## config.mk

```make
export PLATFORM = sky130hd
export DESIGN_NAME = oled_frame_source_mux
export DESIGN_NICKNAME = d
export VERILOG_FILES = /design/src/rtl/oled_pkg.sv /design/src/rtl/oled_src_select.sv /design/src/rtl/oled_frame_source_mux.sv
export SDC_FILE = /design/constraint.sdc
export NUM_CORES = 1
export LEC_CHECK = 0
export BUFFER_PORTS_ARGS = -buffer_cell sky130_fd_sc_hd__buf_2
export CAP_MARGIN = 10
export CORE_ASPECT_RATIO = 1.25
export CORE_MARGIN = 5
export CORE_UTILIZATION = 42
export CTS_CLUSTER_SIZE = 8
export DETAILED_ROUTE_END_ITERATION = 8
export PLACE_DENSITY = 0.95
export SLEW_MARGIN = 20
export SYNTH_ARGS = -nofsm -noshare
export SYNTH_HDL_FRONTEND = slang
export SYNTH_SLANG_ARGS = --single-unit
```

## constraint.sdc

```tcl
create_clock -name clk -period 4.42 [get_ports clk]
set_input_delay 0.442 -clock clk [delete_from_list [all_inputs] [get_ports clk]]
set_output_delay 0.442 -clock clk [all_outputs]
set_load 0.05 [all_outputs]
```

## src/rtl/oled_pkg.sv

```systemverilog
// rtl/oled_pkg.sv - shared OLED geometry, colour and mux state definitions
package oled_pkg;

  localparam int OLED_PIX_W        = 16;
  localparam int OLED_W            = 96;
  localparam int OLED_H            = 64;
  localparam int OLED_FRAME_PIXELS = OLED_W * OLED_H;

  localparam logic [OLED_PIX_W-1:0] OLED_BLACK = 16'h0000;

  typedef enum logic [1:0] {
    SHOW,
    WAIT_EOF,
    BLANK
  } mux_state_t;

endpackage

```

## src/rtl/oled_src_select.sv

```systemverilog
// rtl/oled_src_select.sv - combinational pixel source extraction with enable and range check
module oled_src_select #(
  parameter int                NUM_SRC     = 9,
  parameter int                PIX_W       = 16,
  parameter int                SEL_W       = 4,
  parameter logic [PIX_W-1:0]  BLANK_COLOR = '0
) (
  input  logic [SEL_W-1:0]         sel,
  input  logic [NUM_SRC-1:0]       src_en,
  input  logic [NUM_SRC*PIX_W-1:0] src_data,
  output logic [PIX_W-1:0]         pix
);

  // Selects beyond NUM_SRC never match an index, so they fall through to the blank colour.
  always_comb begin
    pix = BLANK_COLOR;
    for (int i = 0; i < NUM_SRC; i++) begin
      if (sel == SEL_W'(i) && src_en[i]) begin
        pix = src_data[i*PIX_W +: PIX_W];
      end
    end
  end

endmodule

```

## src/rtl/oled_frame_source_mux.sv

```systemverilog
// rtl/oled_frame_source_mux.sv - state-driven pixel source mux with frame-aligned, optionally blanked switching
module oled_frame_source_mux
  import oled_pkg::*;
#(
  parameter int                NUM_SRC      = 9,
  parameter int                PIX_W        = OLED_PIX_W,
  parameter int                SEL_W        = 4,
  parameter int                BLANK_FRAMES = 1,
  parameter logic [PIX_W-1:0]  BLANK_COLOR  = OLED_BLACK
) (
  input  logic                     clk,
  input  logic                     rst_n,
  input  logic [SEL_W-1:0]         sel,
  input  logic [NUM_SRC-1:0]       src_en,
  input  logic [NUM_SRC*PIX_W-1:0] src_data,
  input  logic                     frame_begin,
  output logic [PIX_W-1:0]         oled_data,
  output logic [SEL_W-1:0]         active_sel,
  output logic                     switching
);

  localparam int CNT_W = (BLANK_FRAMES > 0) ? $clog2(BLANK_FRAMES + 1) : 1;

  mux_state_t       state, state_nx;
  logic [SEL_W-1:0] active_nx;
  logic [SEL_W-1:0] pending_sel, pending_nx;
  logic [CNT_W-1:0] blank_cnt, cnt_nx;
  logic [PIX_W-1:0] src_pix;
  logic [PIX_W-1:0] pix_nx;

  // Resolve against the post-commit selection so the new source lands on pixel 0.
  oled_src_select #(
    .NUM_SRC     (NUM_SRC),
    .PIX_W       (PIX_W),
    .SEL_W       (SEL_W),
    .BLANK_COLOR (BLANK_COLOR)
  ) u_src_select (
    .sel      (active_nx),
    .src_en   (src_en),
    .src_data (src_data),
    .pix      (src_pix)
  );

  always_comb begin
    state_nx   = state;
    active_nx  = active_sel;
    pending_nx = pending_sel;
    cnt_nx     = blank_cnt;
    case (state)
      SHOW: begin
        if (sel != active_sel) begin
          pending_nx = sel;
          state_nx   = WAIT_EOF;
        end
      end
      WAIT_EOF: begin
        pending_nx = sel;
        if (sel == active_sel) begin
          state_nx = SHOW;
        end else if (frame_begin) begin
          if (BLANK_FRAMES == 0) begin
            active_nx = pending_sel;
            state_nx  = SHOW;
          end else begin
            cnt_nx   = CNT_W'(BLANK_FRAMES);
            state_nx = BLANK;
          end
        end
      end
      BLANK: begin
        pending_nx = sel;
        if (frame_begin) begin
          if (blank_cnt == CNT_W'(1)) begin
            active_nx = pending_sel;
            cnt_nx    = '0;
            state_nx  = SHOW;
          end else begin
            cnt_nx = blank_cnt - CNT_W'(1);
          end
        end
      end
      default: state_nx = SHOW;
    endcase
    pix_nx = (state_nx == BLANK) ? BLANK_COLOR : src_pix;
  end

  always_ff @(posedge clk or negedge rst_n) begin
    if (!rst_n) begin
      state       <= SHOW;
      active_sel  <= '0;
      pending_sel <= '0;
      blank_cnt   <= '0;
      oled_data   <= '0;
      switching   <= 1'b0;
    end else begin
      state       <= state_nx;
      active_sel  <= active_nx;
      pending_sel <= pending_nx;
      blank_cnt   <= cnt_nx;
      oled_data   <= pix_nx;
      switching   <= (state_nx != SHOW);
    end
  end

endmodule

```

; Yosys cells after proc, flatten, opt, wreduce, memory -nomap -nowiden
; Index checks and enable logic that the tools add are counted.
[totals]
ff_bits = 28
in_bits = 160
out_inout_bits = 21
word_cells = 67
[classes]
addsub = 1
n_eq_ne = 17
n_mux = 26
reduce_logical = 17
[op_table]
columns = cell, n
row1 = 16-bit two-way mux, 10
row2 = 4-bit by 3-bit == test with 1-bit output (second input constant), 4
row3 = 4-bit two-way mux, 4
row4 = 2-bit two-way mux, 5
row5 = 1-bit logical AND, 9
row6 = 4-bit by 2-bit == test with 1-bit output (second input constant), 2
row7 = 2-bit != test (second input constant), 4
row8 = 4-bit one-hot mux with 2 select lines, 1
row9 = 2-bit one-hot mux with 3 select lines, 1
row10 = 2-bit nonzero test, 3
row11 = 2-bit == test (second input constant), 2
row12 = 4-bit by 1-bit == test with 1-bit output (second input constant), 1
row13 = 4-bit == test, 1
row14 = 4-bit == test (second input constant), 1
row15 = 4-bit zero test, 1
row16 = 1-bit two-way mux, 4
row17 = 4-bit != test, 1
row18 = 4-bit AND reduction, 1
row19 = 2-bit by 1-bit == test with 1-bit output (second input constant), 1
row20 = 2-bit zero test, 1
row21 = 1-bit one-hot mux with 2 select lines, 1
row22 = 2-bit AND reduction, 1
row23 = 2-bit OR reduction, 1
row24 = 1-bit subtractor (second input constant), 1

; Logic depth before layout (Yosys ltp)
[depth]
word_depth = 15
depth_mapped = 9
ltp_nobuf = 6

; Modules after synthesis
; Synthesis repeated with hierarchy kept, for this count alone.
[hier_totals]
hier_cells = 258
hier_area_um2 = 2346.0
[by_module_without_submodules]
columns = mod, instances, cells_each, area_per_inst_um2, seq_area_each_um2
row1 = oled_frame_source_mux, 1, 87, 1179.9, 700.7
row2 = oled_src_select, 1, 171, 1166.1, 0.0

; Least setup slack after synthesis
; OpenSTA, ideal clock, no wires.
[synth_path]
kind = register to register
startpoint = register active_sel[3]
endpoint = register oled_data[2]
setup_time_ns = 0.136
arrival_ns = 2.110
required_time_ns = 4.284
path_slack_ns = 2.174
stages_incl_launch_ff = 9
n_path_buf = 3
period_less_slack_ns = 2.246
cell_sequence = dfrtp_1 > clkbuf_1 > nor4bb_1 > mux2_2 > and2_1 > buf_2 > buf_6 > a2111oi_0 > a31oi_1
[synth_between]
elab_chain_cells = 15
word_cells_on_any_way = 37
classes_between = eq/ne (11) / mux (16) / reduce/logical (10)
[synth_rtl]
columns = element, line_no
row1 = from (decl), oled_frame_source_mux.sv:18  ; output logic [SEL_W-1:0] active_sel,
row2 = from (signal assigned), oled_frame_source_mux.sv:97  ; active_sel <= active_nx;
row3 = 4-bit two-way mux, oled_frame_source_mux.sv:73  ; if (blank_cnt == CNT_W'(1)) begin
row4 = 4-bit two-way mux, oled_frame_source_mux.sv:72  ; if (frame_begin) begin
row5 = 4-bit two-way mux, oled_frame_source_mux.sv:49  ; case (state)
row6 = 4-bit zero test, oled_src_select.sv:18  ; if (sel == SEL_W'(i) && src_en[i]) begin
row7 = 1-bit logical AND, oled_src_select.sv:18
row8 = 16-bit two-way mux (9 in series), oled_src_select.sv:18
row9 = 16-bit two-way mux *, oled_frame_source_mux.sv:84  ; pix_nx = (state_nx == BLANK) ? BLANK_COLOR : src_pix;
row10 = named net pix_nx[2], oled_frame_source_mux.sv:29  ; logic [PIX_W-1:0] pix_nx;
row11 = to (signal assigned), oled_frame_source_mux.sv:100  ; oled_data <= pix_nx;
row12 = to (decl), oled_frame_source_mux.sv:17  ; output logic [PIX_W-1:0] oled_data,
; Mark *: on every way through the listed nets, which the timed path passes. The rest lies on a longest branch.
; A chain may end at the register's enable or synchronous reset.

; Worst setup path in the final report
[layout_path]
startpoint = register state[0]
endpoint = register oled_data[11]
[layout_between]
elab_chain_cells = 14
word_cells_on_any_way = 39
classes_between = eq/ne (11) / mux (17) / reduce/logical (11)
[layout_rtl]
columns = element, line_no
row1 = from (decl), oled_frame_source_mux.sv:24  ; mux_state_t state, state_nx;
row2 = from (signal assigned), oled_frame_source_mux.sv:96  ; state <= state_nx;
row3 = 2-bit == test, oled_frame_source_mux.sv:49
row4 = 4-bit two-way mux, oled_frame_source_mux.sv:49
row5 = 4-bit zero test, oled_src_select.sv:18
row6 = 1-bit logical AND, oled_src_select.sv:18
row7 = 16-bit two-way mux (9 in series), oled_src_select.sv:18
row8 = 16-bit two-way mux *, oled_frame_source_mux.sv:84
row9 = named net pix_nx[11], oled_frame_source_mux.sv:29
; Marks and branches as above.

==> impl_metrics.tcl <==
set metrics [dict create \
    arrival_ns 3.01 \
    internal-power_mw 0.791 \
    grt_max_degree 29 \
    netlist_instances 231 \
    start_kind "register" \
    drive_above_1_share_pct 52.8 \
    routedWlPerCell_microns 21.6 \
    synth_fa_ha_area_share_pct 0 \
    cts_hold_buf 0 \
    synth_area_leaders "dfrtp_1 (32%), a222oi_1 (13%), a221oi_1 (6.9%), and3_1 (4.3%), nand2_1 (3.5%)" \
    numClockSinks 28 \
    fin_worst_skew_ns 0.00450 \
    seqPwrFrac_pct 29.3 \
    fin_crit_ns 2.82 \
    antenna_found_initial 0 \
    cpMaxStageDelayCell "o22ai_2" \
    die_y_microns 90.2 \
    power_switching_mw 0.815 \
    clock.fmax_ghz 0.354 \
    synth_area_sq_um 2160 \
    relSlewSlack_pct 37.0 \
    worst_slew_pin_slew_ns 0.940 \
    finalHoldViolCount 0 \
    num_antenna_cells 0 \
    overflow 0 \
    synth-main-ff-cell "dfrtp_1" \
    hp-class "primary input to asynchronous set/reset pin" \
    synth_top_cell_area_share_pct 32.4 \
    post-cts-setup-buffers 0 \
    synth_fp_nets 391 \
    port_buffers 180 \
    grtUsageTotal_pct 28.3 \
    drc_errors 0 \
    synth_warnings 0 \
    dr.pass1.iters 6 \
    start_util_pct 42.9 \
    place_area_sq_um 3040 \
    drt_iter0_drc 299 \
    die_w_microns 74.2 \
    setup_violations 0 \
    vias 2894 \
    core_sq_um 5040 \
    combPwrFrac_pct 62.1 \
    ir_worst_vdd_v 0.000196 \
    synth_edf_count 0 \
    crit_chain "nand4b_1, or3_4, o22ai_2, a221oi_1, and3_1, nor3_2" \
    ys_types 45 \
    vias_per_cell 6.35 \
    grt_pass1_wl_mm 14.8 \
    root_buffer "clkbuf_8" \
    ff2ff_path_depth 6 \
    synth-compound-area-share_pct 29.4 \
    yosys.area.top_type "dfrtp_1" \
    netlist_top_cells_count "a222oi_1 (28), dfrtp_1 (28), nand2_1 (20), nor2_1 (20), a221oi_1 (17)" \
    cts_made_buffers 3 \
    syn2layout_area_growth_pct 42.5 \
    worst-setup-path-type "register to register" \
    insertion_delay_ns 0.27 \
    required_ns 4.61 \
    slew_violations 0 \
    final_nets 556 \
    post_cts_resized 0 \
    powerDensity_nw_per_um2 521 \
    p_leak_nw 1.49 \
    synth_seq_cells 28 \
    tns_ns 0 \
    clockBufferDepth 2 \
    worst_path_largest_cell_delay_ns 0.69 \
    swShare_pct 50.7 \
    synth_top_family_by_area "compound AO/OA/AOI/OAI gates" \
    outcome "finished, final reports clean" \
    place.gp.congestion 0.924 \
    die_area_sq_um 6690 \
    synthSimpleGateAreaFrac_pct 26.1 \
    whs_ns 0.187 \
    synthXorXnorAreaFrac_pct 2.02 \
    muxShareOfSynthArea_pct 3.99 \
    row_count 29 \
    crit_fanout 16 \
    h-tree-depth 1 \
    period_share_pct 63.8 \
    cts_tree "yes" \
    io_pins 181 \
    drtAntennaViolNets 0 \
    ys_async_sr_fraction_pct 100 \
    avgSynthCellArea_sq_um 9.37 \
    dp_hpwl_mm 7.66 \
    final_area_sq_um 3080 \
    power_frac_clock_pct 8.6 \
    wl_mm 9.83 \
    critPathCaptureType "register" \
    grt_pass1_vias 2987 \
    maxCapViolations 0 \
    clkSlewWorstSetupHoldPaths_ns 0.10 \
    rsz0062_at_grt "false" \
    yosysSeqAreaShare_pct 32.4 \
]
power groups by stage:
stage | clock, mW | combinational, mW | sequential [mW]
3_3_place_gp | 0 | 0.957 | 0.466
4_1_cts | 0.141 | 0.992 | 0.464
5_1_grt | 0.151 | 1.07 | 0.479
6_report | 0.139 | 0.998 | 0.470
3_5_place_dp | 0 | 0.989 | 0.468
2_1_floorplan | 0 | 0.565 | 0.600
final timing paths:
path	startpoint	end	slack, ns
worst min-delay path	rst_n	pending_sel[1]$_DFFE_PN0P_	0.19
min in group clk	src_data[138]	oled_data[10]$_DFF_PN0_	0.42
worst max-delay path	state[0]$_DFF_PN0_	oled_data[11]$_DFF_PN0_	1.60
worst max register to register	state[0]$_DFF_PN0_	oled_data[11]$_DFF_PN0_	1.60
worst min register to register	state[0]$_DFF_PN0_	state[0]$_DFF_PN0_	0.58
max in group asynchronous	rst_n	oled_data[7]$_DFF_PN0_	3.81
kinds of logic (layout without fill, tap and decap cells):
kind of cell | after synthesis | count (layout)
AOI/OAI and AO/OA | 69 | 69
xor gates and xnor gates | 5 | 5
buffers and inverters | 25 | 188
DFF | 28 | 28
muxes | 7 | 7
and+or+nand+nor | 97 | 97
worst max-delay path: cells and delay by family (launching register included):
kind / cells / cell delay (ns)
AO/OA/AOI/OAI: 2 / 0.82
flip-flops: 1 / 0.45
AND/OR/NAND/NOR: 4 / 1.46
flip-flops by register name, summed over array words and instances (netlist names):
register	cells
oled_data	16
active_sel	4
pending_sel	4
state	2
blank_cnt	1
switching	1
routing by layer:
layer  vias up  share of wire [%]  global-route usage (%)  routed length [microns]
met4         0                2.9                    11.0                      284
met5         -                  0                       0                        0
li1       1275                  -                       -                        -
met3        33                 12                    3.57                     1150
met1      1341                 37                    36.7                     3690
met2       245                 48                    46.7                     4710
final cells by class:
cell class              count  area (sq um)
repair buffers            182           916
well taps                  62          77.6
clock buffers               3          41.3
flip-flops and latches     28           701
fillers                   451          1960
inverters                   3          11.3
multi-input cells         178          1340
cell usage in the layout, fill, tap and decap left out, types with 2 or more instances in the layout:
cell type,count
xnor2_1,5
dfrtp_1,28
buf_2,180
nor3_2,7
inv_1,3
a21boi_2,3
nand3b_1,5
a221oi_1,17
nor2_1,20
a21oi_1,4
nand2_1,20
nand3_1,5
nor4bb_1,4
mux2_4,2
mux2_2,5
and3_1,15
clkbuf_8,3
buf_4,2
nor3_1,8
nand4b_1,6
a222oi_1,28
per-stage QoR:
stage,std cells,setup slack (ns),power [mW],utilization [%]
floorplan,231,2.17,1.16,-
global placement,453,1.71,1.42,60.3
detailed placement,453,1.56,1.46,60.3
CTS,456,1.62,1.60,61.1
global route,456,1.44,1.70,61.1
finish,456,1.60,1.61,61.1
No activity file was read; power rests on OpenSTA's default activity.
